===== src/rtl/ycbcr2rgb_pipe.sv =====
// ycbcr2rgb_pipe -- 3-stage YCbCr (limited range) to RGB converter with
// valid/ready flow control. BT.601 or BT.709 matrix is selected per pixel.
//
// Parameters:
//   IN_W  : width of unsigned Y/Cb/Cr inputs (8..12)
//   OUT_W : width of unsigned R/G/B outputs (IN_W..IN_W+9)
// Ports:
//   iCLK, iRESET           : clock, asynchronous active-high reset
//   iY, iCb, iCr, iMODE    : input pixel and matrix select (0=BT.601, 1=BT.709)
//   iDVAL / oREADY         : input valid / block accepts input this cycle
//   oRed, oGreen, oBlue    : converted pixel
//   oDVAL / iREADY         : output valid / downstream accepts output
//   oCLIP                  : {R,G,B} saturation flags, only when the macro
//                            YCBCR2RGB_CLIP_FLAG_EN is defined
module ycbcr2rgb_pipe #(
  parameter int IN_W  = 8,
  parameter int OUT_W = 10
) (
  input  logic             iCLK,
  input  logic             iRESET,
  input  logic [IN_W-1:0]  iY,
  input  logic [IN_W-1:0]  iCb,
  input  logic [IN_W-1:0]  iCr,
  input  logic             iDVAL,
  output logic             oREADY,
  input  logic             iMODE,
  input  logic             iREADY,
  output logic [OUT_W-1:0] oRed,
  output logic [OUT_W-1:0] oGreen,
  output logic [OUT_W-1:0] oBlue,
  output logic             oDVAL
`ifdef YCBCR2RGB_CLIP_FLAG_EN
  ,
  output logic [2:0]       oCLIP
`endif
);

  // Product/sum width: (IN_W+1)-bit offset value times 13-bit coefficient,
  // plus headroom for a three-term sum and the rounding add.
  localparam int PW    = IN_W + 16;
  localparam int S     = 9 - (OUT_W - IN_W);
  localparam int RND_I = (1 << S) >> 1;

  localparam logic signed [PW-1:0]  RND   = PW'(RND_I);
  localparam logic signed [PW-1:0]  MAXV  = PW'((1 << OUT_W) - 1);
  localparam logic signed [IN_W:0]  Y_OFF = (IN_W+1)'(16 << (IN_W - 8));
  localparam logic signed [IN_W:0]  C_OFF = (IN_W+1)'(128 << (IN_W - 8));

  localparam logic signed [12:0] CY       = 13'sd596;
  localparam logic signed [12:0] CRR_601  = 13'sd817;
  localparam logic signed [12:0] CBG_601  = -13'sd200;
  localparam logic signed [12:0] CRG_601  = -13'sd416;
  localparam logic signed [12:0] CBB_601  = 13'sd1033;
  localparam logic signed [12:0] CRR_709  = 13'sd918;
  localparam logic signed [12:0] CBG_709  = -13'sd109;
  localparam logic signed [12:0] CRG_709  = -13'sd273;
  localparam logic signed [12:0] CBB_709  = 13'sd1082;

  function automatic logic [OUT_W-1:0] clamp(input logic signed [PW-1:0] v);
    if (v[PW-1])      return '0;
    else if (v > MAXV) return '1;
    else               return v[OUT_W-1:0];
  endfunction

  logic advance;

  // stage 1
  logic                 v1, mode1;
  logic signed [IN_W:0] yo1, cb1, cr1;
  logic signed [IN_W:0] yo_n, cb_n, cr_n;
  // stage 2
  logic                 v2;
  logic signed [PW-1:0] r2, g2, b2;
  logic signed [PW-1:0] r_n, g_n, b_n;
  logic signed [PW-1:0] y_x, cb_x, cr_x;
  logic signed [PW-1:0] cy_x, crr_x, cbg_x, crg_x, cbb_x;
  logic signed [12:0]   crr, cbg, crg, cbb;
  // stage 3
  logic signed [PW-1:0] r_s, g_s, b_s;
  logic [OUT_W-1:0]     red_n, green_n, blue_n;

  // Every stage moves together; a stalled output freezes the whole pipe,
  // while an empty output slot lets bubbles be squeezed out.
  assign advance = ~oDVAL | iREADY;
  assign oREADY  = advance;

  always_comb begin
    yo_n = $signed({1'b0, iY})  - Y_OFF;
    cb_n = $signed({1'b0, iCb}) - C_OFF;
    cr_n = $signed({1'b0, iCr}) - C_OFF;
  end

  always_comb begin
    crr   = mode1 ? CRR_709 : CRR_601;
    cbg   = mode1 ? CBG_709 : CBG_601;
    crg   = mode1 ? CRG_709 : CRG_601;
    cbb   = mode1 ? CBB_709 : CBB_601;
    y_x   = {{(PW-IN_W-1){yo1[IN_W]}}, yo1};
    cb_x  = {{(PW-IN_W-1){cb1[IN_W]}}, cb1};
    cr_x  = {{(PW-IN_W-1){cr1[IN_W]}}, cr1};
    cy_x  = {{(PW-13){CY[12]}},  CY};
    crr_x = {{(PW-13){crr[12]}}, crr};
    cbg_x = {{(PW-13){cbg[12]}}, cbg};
    crg_x = {{(PW-13){crg[12]}}, crg};
    cbb_x = {{(PW-13){cbb[12]}}, cbb};
    r_n   = cy_x * y_x + crr_x * cr_x;
    g_n   = cy_x * y_x + cbg_x * cb_x + crg_x * cr_x;
    b_n   = cy_x * y_x + cbb_x * cb_x;
  end

  always_comb begin
    r_s     = (r2 + RND) >>> S;
    g_s     = (g2 + RND) >>> S;
    b_s     = (b2 + RND) >>> S;
    red_n   = clamp(r_s);
    green_n = clamp(g_s);
    blue_n  = clamp(b_s);
  end

  always_ff @(posedge iCLK or posedge iRESET) begin
    if (iRESET) begin
      v1     <= 1'b0;
      mode1  <= 1'b0;
      yo1    <= '0;
      cb1    <= '0;
      cr1    <= '0;
      v2     <= 1'b0;
      r2     <= '0;
      g2     <= '0;
      b2     <= '0;
      oDVAL  <= 1'b0;
      oRed   <= '0;
      oGreen <= '0;
      oBlue  <= '0;
    end else if (advance) begin
      v1     <= iDVAL;
      mode1  <= iMODE;
      yo1    <= yo_n;
      cb1    <= cb_n;
      cr1    <= cr_n;
      v2     <= v1;
      r2     <= r_n;
      g2     <= g_n;
      b2     <= b_n;
      oDVAL  <= v2;
      oRed   <= red_n;
      oGreen <= green_n;
      oBlue  <= blue_n;
    end
  end

`ifdef YCBCR2RGB_CLIP_FLAG_EN
  logic [2:0] clip_n;

  always_comb begin
    clip_n[2] = r_s[PW-1] | (r_s > MAXV);
    clip_n[1] = g_s[PW-1] | (g_s > MAXV);
    clip_n[0] = b_s[PW-1] | (b_s > MAXV);
  end

  always_ff @(posedge iCLK or posedge iRESET) begin
    if (iRESET)       oCLIP <= '0;
    else if (advance) oCLIP <= clip_n;
  end
`endif

endmodule


===== config.mk =====
export PLATFORM = sky130hd
export DESIGN_NAME = ycbcr2rgb_pipe
export DESIGN_NICKNAME = d
export VERILOG_FILES = /design/src/rtl/ycbcr2rgb_pipe.sv
export SDC_FILE = /design/constraint.sdc
export NUM_CORES = 1
export LEC_CHECK = 0
export BUFFER_PORTS_ARGS = -buffer_cell sky130_fd_sc_hd__buf_2
export CAP_MARGIN = 10
export CORE_ASPECT_RATIO = 1.1
export CORE_UTILIZATION = 55
export CTS_CLUSTER_DIAMETER = 200
export DETAILED_ROUTE_END_ITERATION = 8
export GPL_TIMING_DRIVEN = 0
export PLACE_DENSITY = 0.81
export SLEW_MARGIN = 10
export SYNTH_ARGS = -nofsm -noshare
export SYNTH_HDL_FRONTEND = slang
export SYNTH_SLANG_ARGS = --single-unit

===== constraint.sdc =====
create_clock -name iCLK -period 9.02 [get_ports iCLK]
set_input_delay 0.902 -clock iCLK [delete_from_list [all_inputs] [get_ports iCLK]]
set_output_delay 0.902 -clock iCLK [all_outputs]
set_load 0.01 [all_outputs]

==> impl_metrics.toml <==
[timing]
fin_ws_ns = 0.3563
final_report_max_slew_violation_count = 0
maxClockFrequency_mhz = 115.4
report.final.setup_viol = 0
finalCriticalPeriod_ns = 8.664
tightestPinTransition_ns = 1.151
fin_crit_sh = 0.9605
fin_worst_skew_ns = 0.01515
relSlewSlack = 0.2328
rsz0062_at_grt = "false"
finalHoldViolCount = 0

[worst_setup_path]
worst_setup_path_class = "reg2reg"
path_max_fanout = 4
end_kind = "flip-flop"
critical_path.startpoint_type = "flip-flop"
timing.critical_path.slowest_cell_delay_ns = 0.50
crit_path_top_delay_cell = "sky130_fd_sc_hd__fa_1"
critPathRequiredTime_ns = 9.24
arrival_ns = 8.88
critical-path-top-cell-by-count = "sky130_fd_sc_hd__fa_1"

[routing]
detail_route.wl_per_cell_um = 19.63
post-route-drc-count = 8
drtAntennaViolNets = 0
drtIter0Drc = 740
drt-vias-per-instance = 5.653
detailroute.via_count = 12000
postRouteWirelength_mm = 41.67
drtPass1Iterations = 7

[global_route]
grt_start_max_net_pins = 66
grt_util_all_layers = 0.2957
grt_antenna_before_repair = 0
global_route_wire_length_before_repair_mm = 68.11
grt_pass1_vias = 13080
grt_overflow = 0

[min_path]
hold_class = "reg2reg"

[cts]
cts_buffer_depth = 2
worst_setup_hold_path_clk_slew_ns = 0.08
cts.htree.levels = 3
cts_stage_hold_buffer_count = 0
cts_made_buffers = 9
tritoncts_sink_count = 106
clk_latency_ns = 0.38
cts_root_buffer = "sky130_fd_sc_hd__clkbuf_16"
tritoncts = "yes"

[final_layout]
post_route_cells_drive_above_1_share = 0.06781
final_net_count = 2308
final.fill_count = 2384
area_growth_syn_to_layout_pct = 7.551
register_area_um2 = 2653
antenna_cells = 0
area_of_the_multi_input_gates_um2 = 12270

[status]
outcome = "finished with violations"
failed_checks = "DRC"

[synth]
cell_taking_the_most_area_after_synthesis = "sky130_fd_sc_hd__fa_1"
yosys_warnings = 0
netlist_instances = 1667
avgSynthCellArea_um2 = 9.831
yosysUniqueCellTypes = 66
synth_edf_count = 0
synthArstFlopShare = 1.000
synth-seq-cells = 106
synthFlopType = "sky130_fd_sc_hd__dfrtp_1"
synth_sequential_area_ratio = 0.1619
post_synth_main_area_contributors = "sky130_fd_sc_hd__fa_1 31%, sky130_fd_sc_hd__ha_1 21%, sky130_fd_sc_hd__dfrtp_1 16%, sky130_fd_sc_hd__inv_1 8.9%, sky130_fd_sc_hd__xnor2_1 2.4%"
synth_top_cell_area_share = 0.3066
synth_area_um2 = 16390

[floorplanning]
die_wd_um = 166.6
core.rowCount = 65
floorplan.die_area_um2 = 30490
io_pins = 61
core_region_area_um2 = 28950
die_height_um = 183.0
initial_core_util = 0.5660

[placement]
finalWeightedCongestion = 1.003
dp_worst_setup_slack_ns = -0.1628
post_detail_place_hpwl_mm = 35.41
place.port_buffers = 60

[job]
cap_viol_max_count = 0
timing repair:
item | CTS | global route
buffers inserted | 0 | 2
hold endpoints to repair | 0 | 0
pin swaps | 0 | 3
gates cloned | 0 | 0
gates resized for setup | 1 | 13
endpoints found under the setup margin | 4 | 4
critical path: cells and delay by family (launching register included):
family / cells / cell delay [ns]
adder cells (fa/ha/maj): 12 / 4.94
AND/OR/NAND/NOR: 6 / 1.17
AO/OA/AOI/OAI: 7 / 1.11
flip-flops: 1 / 0.48
buffers and inverters: 6 / 0.48
XOR/XNOR: 1 / 0.30
routing by layer:
| layer | track usage | wire length (um) |
|---|---|---|
| met1 | 0.3588 | 15980 |
| met2 | 0.5029 | 20190 |
| met3 | 0.03733 | 2764 |
| met4 | 0.1870 | 2732 |
| met5 | 0 | 0 |
logic make-up after synthesis:
| family | Yosys count | share of synthesized area |
|---|---|---|
| other | 2 | 0.0004583 |
| muxes | 4 | 0.002596 |
| adders and majority gates | 528 | 0.5181 |
| and+or+nand+nor | 305 | 0.08902 |
| buffers and inverters | 419 | 0.09605 |
| xor gates and xnor gates | 78 | 0.04169 |
| DFF | 106 | 0.1619 |
| AOI/OAI and AO/OA | 225 | 0.09024 |
cell usage in the layout, fill, tap and decap left out, drive strengths merged, types with 38 or more instances in the layout:
cell / count
a21oi: 77
buf: 66
clkbuf: 38
dfrtp: 106
fa: 251
ha: 277
inv: 390
nand2: 100
nor2: 76
o21ai: 54
xnor2: 45
through the flow:
step                      TNS [ns]  std cells    util  instance area (um2)  hold WS (ns)
after floorplan                  0       1677       -                16430        0.4300
after global placement     -0.1309       2105  0.5936                17190        0.4504
after detailed placement   -0.3443       2106  0.5947                17220        0.4518
after CTS                        0       2121  0.6062                17550        0.4682
after global routing             0       2123  0.6088                17630        0.4853
final                            0       2123  0.6088                17630        0.4651
sequential cells by signal, indices dropped and copies added (netlist names):
signal	flops
b2	16
cb1	8
cr1	8
g2	16
mode1	1
oBlue	10
oDVAL	1
oGreen	10
oRed	10
r2	15
v1	1
v2	1
yo1	9
final cells by class:
class | instances | area share
Inverter | 388 | 0.08291
Timing Repair Buffer | 63 | 0.01945
Tap cell | 368 | 0.02612
Sequential cell | 106 | 0.1505
Buffer | 31 | 0.006673
Multi-Input combinational cell | 1152 | 0.6960
Clock inverter | 5 | 0.004827
Clock buffer | 10 | 0.01356
path summary, 6_finish.rpt:
path / from / end / slack, ns / cells after the start
max: yo1[3]$_DFFE_PP0P_ / g2[22]$_DFFE_PP0P_ / 0.36 / 32
min: v2$_DFFE_PP0P_ / oDVAL$_DFFE_PP0P_ / 0.47 / 1
max reg2reg: yo1[3]$_DFFE_PP0P_ / g2[22]$_DFFE_PP0P_ / 0.36 / 32
min reg2reg: v2$_DFFE_PP0P_ / oDVAL$_DFFE_PP0P_ / 0.47 / 1
max in group asynchronous: iRESET / oGreen[0]$_DFFE_PP0P_ / 7.77 / 3
min in group asynchronous: iRESET / oRed[2]$_DFFE_PP0P_ / 0.54 / 2
cell usage after synthesis (4+ instances only):
cell                       instances
sky130_fd_sc_hd__a211oi_1         11
sky130_fd_sc_hd__a21o_1           22
sky130_fd_sc_hd__a21oi_1          71
sky130_fd_sc_hd__a21oi_2           6
sky130_fd_sc_hd__a22o_1            9
sky130_fd_sc_hd__a31oi_1           5
sky130_fd_sc_hd__and2_1           16
sky130_fd_sc_hd__and3_1           14
sky130_fd_sc_hd__clkbuf_1         28
sky130_fd_sc_hd__dfrtp_1         106
sky130_fd_sc_hd__fa_1            251
sky130_fd_sc_hd__ha_1            277
sky130_fd_sc_hd__inv_1           388
sky130_fd_sc_hd__nand2_1         100
sky130_fd_sc_hd__nand2b_1         22
sky130_fd_sc_hd__nand3_1          23
sky130_fd_sc_hd__nand3b_1          4
sky130_fd_sc_hd__nand4_1           6
sky130_fd_sc_hd__nor2_1           76
sky130_fd_sc_hd__nor2b_1           8
sky130_fd_sc_hd__nor3_1           13
sky130_fd_sc_hd__o21a_1           10
sky130_fd_sc_hd__o21ai_0          48
sky130_fd_sc_hd__o21ai_1           6
sky130_fd_sc_hd__o31ai_1           7
sky130_fd_sc_hd__or2_2             9
sky130_fd_sc_hd__or3_1             4
sky130_fd_sc_hd__xnor2_1          45
sky130_fd_sc_hd__xor2_1           33
Power is left out: the tool's default activity adds up to more than one toggle a clock period on the data nets, which glitch-free logic cannot reach.
